[src/rtl/hash_blk_tx_if.sv]
// Handshake and status bundle between the hash block transmitter and its
// surroundings: payload input, generator issue/ack, error and shadow-hash outputs.
interface hash_blk_tx_if #(
  parameter int unsigned LEN_W = 8
);
  logic [127:0]     in_data_i;
  logic             in_valid_i;
  logic             in_ready_o;
  logic [LEN_W-1:0] blk_len_i;
  logic [127:0]     tx_data_o;
  logic             tx_valid_o;
  logic             tx_ack_i;
  logic             clr_err_i;
  logic             busy_o;
  logic             err_timeout_o;
  logic [127:0]     exp_hash_o;
  logic             exp_hash_valid_o;

  // Transmitter side
  modport slave (
    input  in_data_i, in_valid_i, blk_len_i, tx_ack_i, clr_err_i,
    output in_ready_o, tx_data_o, tx_valid_o, busy_o, err_timeout_o,
    output exp_hash_o, exp_hash_valid_o
  );

  // Source / generator / system side
  modport master (
    output in_data_i, in_valid_i, blk_len_i, tx_ack_i, clr_err_i,
    input  in_ready_o, tx_data_o, tx_valid_o, busy_o, err_timeout_o,
    input  exp_hash_o, exp_hash_valid_o
  );
endinterface

[src/rtl/hash_blk_tx.sv]
// Hash block transmitter: frames payload words into blocks (bit 9 = start,
// bit 8 = end), issues each word as a one-cycle pulse, waits for the ack and
// keeps a shadow of the hash the generator is expected to produce.
module hash_blk_tx #(
  parameter int unsigned LEN_W       = 8,
  parameter int unsigned ACK_TIMEOUT = 16
) (
  input logic         clk,
  input logic         rst,
  hash_blk_tx_if.slave bus
);

  localparam int unsigned DATA_W = 128;
  localparam int unsigned TMR_W  = $clog2(ACK_TIMEOUT) + 1;

  typedef enum logic [1:0] {IDLE, ISSUE, WAIT_ACK} state_t;

  state_t             state_q, state_d;
  logic [LEN_W-1:0]   word_cnt_q, word_cnt_d;
  logic [LEN_W-1:0]   len_q, len_d;
  logic [TMR_W-1:0]   timer_q, timer_d;
  logic [DATA_W-1:0]  tx_data_q, tx_data_d;
  logic               tx_valid_q, tx_valid_d;
  logic               err_q, err_d;
  logic [DATA_W-1:0]  hash_q, hash_d;
  logic               hash_vld_q, hash_vld_d;

  logic [LEN_W-1:0]   blk_nz;
  logic [LEN_W-1:0]   eff_len;
  logic               start;
  logic               last;

  // A zero block length means a single-word block
  assign blk_nz = (bus.blk_len_i == '0) ? LEN_W'(1) : bus.blk_len_i;

  // State register
  always_ff @(posedge clk or posedge rst) begin
    if (rst) state_q <= IDLE;
    else     state_q <= state_d;
  end

  // Next state, framing, ack/timeout handling and shadow-hash update
  always_comb begin
    state_d    = state_q;
    word_cnt_d = word_cnt_q;
    len_d      = len_q;
    timer_d    = timer_q;
    tx_data_d  = tx_data_q;
    tx_valid_d = 1'b0;
    hash_d     = hash_q;
    hash_vld_d = 1'b0;
    err_d      = err_q & ~bus.clr_err_i;
    start      = 1'b0;
    last       = 1'b0;
    eff_len    = len_q;
    case (state_q)
      IDLE: begin
        if (bus.in_valid_i) begin
          start   = (word_cnt_q == '0);
          eff_len = start ? blk_nz : len_q;
          if (start) len_d = blk_nz;
          last       = (word_cnt_q == eff_len - LEN_W'(1));
          tx_data_d    = bus.in_data_i;
          tx_data_d[9] = start;
          tx_data_d[8] = last;
          tx_valid_d = 1'b1;
          state_d    = ISSUE;
        end
      end
      ISSUE: begin
        timer_d = '0;
        state_d = WAIT_ACK;
      end
      WAIT_ACK: begin
        if (bus.tx_ack_i) begin
          hash_d = tx_data_q[9] ? tx_data_q
                                : tx_data_q ^ {hash_q[DATA_W-2:0], hash_q[DATA_W-1]};
          if (tx_data_q[8]) begin
            hash_vld_d = 1'b1;
            word_cnt_d = '0;
          end else begin
            word_cnt_d = word_cnt_q + LEN_W'(1);
          end
          state_d = IDLE;
        end else begin
          timer_d = timer_q + TMR_W'(1);
          // Abort the block; the shadow hash is left as it was
          if (timer_d == TMR_W'(ACK_TIMEOUT - 1)) begin
            err_d      = 1'b1;
            word_cnt_d = '0;
            state_d    = IDLE;
          end
        end
      end
      default: state_d = IDLE;
    endcase
  end

  // Datapath and status registers
  always_ff @(posedge clk or posedge rst) begin
    if (rst) begin
      word_cnt_q <= '0;
      len_q      <= '0;
      timer_q    <= '0;
      tx_data_q  <= '0;
      tx_valid_q <= 1'b0;
      err_q      <= 1'b0;
      hash_q     <= '0;
      hash_vld_q <= 1'b0;
    end else begin
      word_cnt_q <= word_cnt_d;
      len_q      <= len_d;
      timer_q    <= timer_d;
      tx_data_q  <= tx_data_d;
      tx_valid_q <= tx_valid_d;
      err_q      <= err_d;
      hash_q     <= hash_d;
      hash_vld_q <= hash_vld_d;
    end
  end

  assign bus.in_ready_o       = (state_q == IDLE);
  assign bus.busy_o           = (state_q != IDLE) || (word_cnt_q != '0);
  assign bus.tx_data_o        = tx_data_q;
  assign bus.tx_valid_o       = tx_valid_q;
  assign bus.err_timeout_o    = err_q;
  assign bus.exp_hash_o       = hash_q;
  assign bus.exp_hash_valid_o = hash_vld_q;

endmodule

[src/flat_wrapper.sv]
// flat-port wrapper written by rule: the top's interface ports become plain ports
module hash_blk_tx_flat 
#(
  parameter int unsigned LEN_W       = 8,
  parameter int unsigned ACK_TIMEOUT = 16
)
  (clk, rst, bus_in_data_i, bus_in_valid_i, bus_blk_len_i, bus_tx_ack_i, bus_clr_err_i, bus_in_ready_o, bus_tx_data_o, bus_tx_valid_o, bus_busy_o, bus_err_timeout_o, bus_exp_hash_o, bus_exp_hash_valid_o);
  hash_blk_tx_if #(.LEN_W(LEN_W)) bus_i ();
  input logic clk;
  input logic rst;
  input wire logic [$bits(bus_i.in_data_i)-1:0] bus_in_data_i;
  input wire logic [$bits(bus_i.in_valid_i)-1:0] bus_in_valid_i;
  input wire logic [$bits(bus_i.blk_len_i)-1:0] bus_blk_len_i;
  input wire logic [$bits(bus_i.tx_ack_i)-1:0] bus_tx_ack_i;
  input wire logic [$bits(bus_i.clr_err_i)-1:0] bus_clr_err_i;
  output wire logic [$bits(bus_i.in_ready_o)-1:0] bus_in_ready_o;
  output wire logic [$bits(bus_i.tx_data_o)-1:0] bus_tx_data_o;
  output wire logic [$bits(bus_i.tx_valid_o)-1:0] bus_tx_valid_o;
  output wire logic [$bits(bus_i.busy_o)-1:0] bus_busy_o;
  output wire logic [$bits(bus_i.err_timeout_o)-1:0] bus_err_timeout_o;
  output wire logic [$bits(bus_i.exp_hash_o)-1:0] bus_exp_hash_o;
  output wire logic [$bits(bus_i.exp_hash_valid_o)-1:0] bus_exp_hash_valid_o;
  assign bus_i.in_data_i = bus_in_data_i;
  assign bus_i.in_valid_i = bus_in_valid_i;
  assign bus_i.blk_len_i = bus_blk_len_i;
  assign bus_i.tx_ack_i = bus_tx_ack_i;
  assign bus_i.clr_err_i = bus_clr_err_i;
  assign bus_in_ready_o = bus_i.in_ready_o;
  assign bus_tx_data_o = bus_i.tx_data_o;
  assign bus_tx_valid_o = bus_i.tx_valid_o;
  assign bus_busy_o = bus_i.busy_o;
  assign bus_err_timeout_o = bus_i.err_timeout_o;
  assign bus_exp_hash_o = bus_i.exp_hash_o;
  assign bus_exp_hash_valid_o = bus_i.exp_hash_valid_o;
  hash_blk_tx #(.LEN_W(LEN_W), .ACK_TIMEOUT(ACK_TIMEOUT)) u_core (.clk(clk), .rst(rst), .bus(bus_i));
endmodule
[config.mk]
export PLATFORM = sky130hd
export DESIGN_NAME = hash_blk_tx_flat
export DESIGN_NICKNAME = d
export VERILOG_FILES = /design/src/rtl/hash_blk_tx_if.sv /design/src/rtl/hash_blk_tx.sv /design/src/flat_wrapper.sv
export SDC_FILE = /design/constraint.sdc
export NUM_CORES = 1
export LEC_CHECK = 0
export ABC_AREA = 1
export CORE_MARGIN = 2
export CORE_UTILIZATION = 35
export CTS_BUF_LIST = sky130_fd_sc_hd__clkbuf_4 sky130_fd_sc_hd__clkbuf_8
export CTS_CLUSTER_DIAMETER = 120
export DETAILED_ROUTE_END_ITERATION = 16
export GPL_ROUTABILITY_DRIVEN = 0
export SLEW_MARGIN = 20
export SYNTH_ARGS = -nofsm -noshare
export SYNTH_HDL_FRONTEND = slang
export SYNTH_SLANG_ARGS = --single-unit
[constraint.sdc]
create_clock -name clk -period 15.75 [get_ports clk]
set_input_delay 3.15 -clock clk [delete_from_list [all_inputs] [get_ports clk]]
set_output_delay 3.15 -clock clk [all_outputs]
set_load 0.02 [all_outputs]
==> impl_results.md <==
- F_max: around 180 MHz
- H-tree depth: 2
- Slew Limit Headroom: ~28%
- Total number of vias: approximately 11000
- CP Cell Sequence: inv_1 -> ha_1 -> nand3_2 -> nor2_2 -> nand2_1 -> clkdlybuf4s50_1
- Post-route cell area: 17900 sq um
- Overflow after GRT: 0
- Fillcell total: 3374
- DIE WIDTH: between 150 and 200 um
- First-pass GRT wire length: between 50000 and 60000 um
- Sw frac: a little over two fifths
- Hold Startpoint: u_core.len_q[3]$_DFFE_PP0P_
- Commonest non-fill, non-tap cell in the layout: nand2_1
- Later-pin clock latency in the skew report: 0.57 ns
- DR WL/cell: ~16 um
- Mapped Cells: between 1000 and 1500
- Clock buffer depth: 3
- Largest net degree at the start of global routing: 132
- Hold Path Sink: u_core.len_q[3]$_DFFE_PP0P_
- Pre-CTS setup slack: 9.58 ns
- Clk_skew: ~0.011 ns
- Power per cell area: 224 nW/um^2
- DRC: 0
- Layout area overhead: 42.3%
- Root Buffer: clkbuf_8
- #FFs+latches synth: 282
- TritonCTS Sinks: between 200 and 300
- Clock Pin Slew Worst Setup and Hold Paths: approximately 0.060 ns
- Ys async rst share: 100%
- Multi-input gate area: 5090 sq um
- Initial antenna violation count: 6
- Gates resized, CTS repair: 0
- Sequential Power Share: about a third
- CTS tree: done
- Final #Nets: 2002
- Commonest cells after routing, fill and taps aside: nand2_1, clkdlybuf4s50_1, dfrtp_1
- Dpl hpwl: 25300 um
- WS Path Type: flop to output pin
- Fin crit share: a little over a third
- Reg2Reg Launch Point: u_core.state_q[0]$_DFFE_PP0P_
- Synthesized area: about 13000 sq um
- Hold Fails Final Rpt: 0
- Post-synth EDFFs: 0
- RSZ-0062 raised after global routing: no
- Total negative slack: 0 ns
- CP arrival: 2.53 ns
- Syn avg cell area: ~8.6 sq um
- Critical Path RT: around 13 ns
- Setup crit start kind: flop
- Clock Power Share: around 17%
- Die H: roughly 190 um
- Rows: 69
- Cells after DPL: around 2300
- CP max-delay cell: clkdlybuf4s50_1
- Max-slew violations: 0
- Cells on worst reg2reg path: 6
- Wirelength, routed: roughly 38000 um
- Vias in the first global route: 10443
- Die Footprint: 37500 sq um
- Hold depth: 2
- Worst Hold Class: flop to flop
- Cts hold-fix bufs: 0
- Starting Density: 35.5%
- Design Power: 4.02 mW
- Final ANT Viol Nets: 0
- Seq/Total Area, Yosys: ~56%
- Layout cells sized above 1: roughly 6.2%
- Buffers on Ports: around 400
- I/O Pins: 402
- Worst stage delay on the critical path: roughly 0.56 ns
- Tmin final: ~5.7 ns
- Library cells used by synthesis: 28
- Setup violations, final: 0
- Global Route Usage Sum: 19.7%
- Ys Warns: 0
- Initial DRC Count: approximately 600
- Status: finished clean
- Combinational fraction of design power: between 40% and 50%
- Crit path max fanout: 11
- Final setup margin: 10.07 ns
- CTS Buf Count: 50
- NetSw: between 1.5 and 2 mW
- Syn nets: 1617
- Pint: 2.29 mW
- Via/cell ratio: ~4.5
- Seq. cell area: 7060 sq um
- Max Cap Viol: 0
- Leakage power: around 8.5 nW
- R2r setup slk: between 10 and 15 ns
- Fin cells: approximately 2400
- Critical Path Sink Type: output pin
- Placed cell area: 17000 sq um
- Length of the first detailed-routing pass in iterations: 4
- Setup bufs post-CTS: 0
- Ys flop type: dfrtp_1
- Placeable Area: approximately 35000 sq um
- Worst-margin pin slew: between 1 and 1.5 ns
- FF-to-FF End: u_core.bus.tx_data_o[49]$_DFFE_PP0P_
- Peak VDD IR: 0.000108 V
## how the worst max path moves through the flow
stage / start / to / slack [ns] / cells after the start
after floorplan: rst / u_core.bus.err_timeout_o$_DFF_PP0_ / 4.82 / 1
after global placement: bus_in_valid_i / u_core.bus.tx_data_o[15]$_DFFE_PP0P_ / 9.60 / 6
after detailed placement: bus_in_valid_i / u_core.bus.tx_data_o[9]$_DFFE_PP0P_ / 9.58 / 5
after CTS: u_core.word_cnt_q[0]$_DFFE_PP0P_ / bus_busy_o / 10.0 / 6
after global routing: u_core.word_cnt_q[0]$_DFFE_PP0P_ / bus_busy_o / 9.93 / 6
final: u_core.word_cnt_q[0]$_DFFE_PP0P_ / bus_busy_o / 10.07 / 6
## flip-flops by register name, indices dropped and copies added, names as in the netlist
register,cells
u_core.bus.exp_hash_o,128
u_core.bus.tx_data_o,128
u_core.len_q,8
u_core.word_cnt_q,8
u_core.timer_q,5
u_core.state_q,2
u_core.bus.err_timeout_o,1
u_core.bus.exp_hash_valid_o,1
u_core.bus.tx_valid_o,1
## metal layers
| layer | track usage, % | vias up | routed length (um) |
|---|---|---|---|
| li1 | - | 5341 | - |
| met1 | 23.9 | 4975 | 15500 |
| met2 | 32.6 | 281 | 18100 |
| met3 | 6.33 | 82 | 2710 |
| met4 | 7.80 | 2 | 1270 |
| met5 | 0 | - | 13 |
## cell type report
cell class	instances	share of cell area, %
Inverter	44	0.991
Tap cell	461	3.22
Clock inverter	5	0.154
Multi-Input combinational cell	1072	28.4
Antenna cell	5	0.0698
Sequential cell	282	39.4
Timing Repair Buffer	406	22.6
Clock buffer	76	5.21
## power groups by stage
stage               logic (mW)  registers (mW)  clock network, mW
floorplan                0.786            1.66                  0
global placement          2.00            1.35                  0
detailed placement        2.02            1.36                  0
CTS                       2.03            1.35              0.694
global route              2.18            1.40              0.721
finish                    1.99            1.35              0.670
## cell usage after synthesis (2+ instances only)
cell type / n / area, sq um
a21oi_1: 2 / 10.0
buf_2: 15 / 75.1
clkbuf_1: 56 / 210
dfrtp_1: 282 / 7060
ha_1: 5 / 62.6
inv_1: 40 / 150
inv_2: 4 / 15.0
nand2_1: 706 / 2650
nand2_2: 8 / 50.1
nand2_4: 4 / 45.0
nand3_1: 23 / 115
nand3_2: 2 / 20.0
nor2_1: 22 / 82.6
nor2_2: 3 / 18.8
nor2_4: 2 / 22.5
nor3_1: 2 / 10.0
o21ai_0: 146 / 731
o21ai_1: 2 / 10.0
o22ai_1: 4 / 25.0
o32ai_1: 2 / 17.5
xnor2_1: 3 / 26.3
xor2_1: 132 / 1160
## per-stage QoR
step | hold WS (ns) | util, %
after floorplan | 0.453 | -
after global placement | 0.469 | 47.8
after detailed placement | 0.481 | 47.8
after CTS | 0.492 | 50.5
after global routing | 0.498 | 50.5
final | 0.491 | 50.5
## worst max-delay path: cells and delay by family (launching register included)
family	cells	cell delay (ns)
buffers and inverters	2	0.70
AND/OR/NAND/NOR	3	0.66
flip-flops	1	0.40
adder cells (fa/ha/maj)	1	0.20
## kinds of logic after synthesis
kind of cell    Yosys count  synth area share (%)
xor+xnor                135                  9.38
buf+inv                 117                  3.69
simple gates            774                  24.0
fa+ha+maj                 5                 0.496
flops                   282                  56.0
compound gates          158                  6.40
No activity file was read; power rests on OpenSTA's default activity.
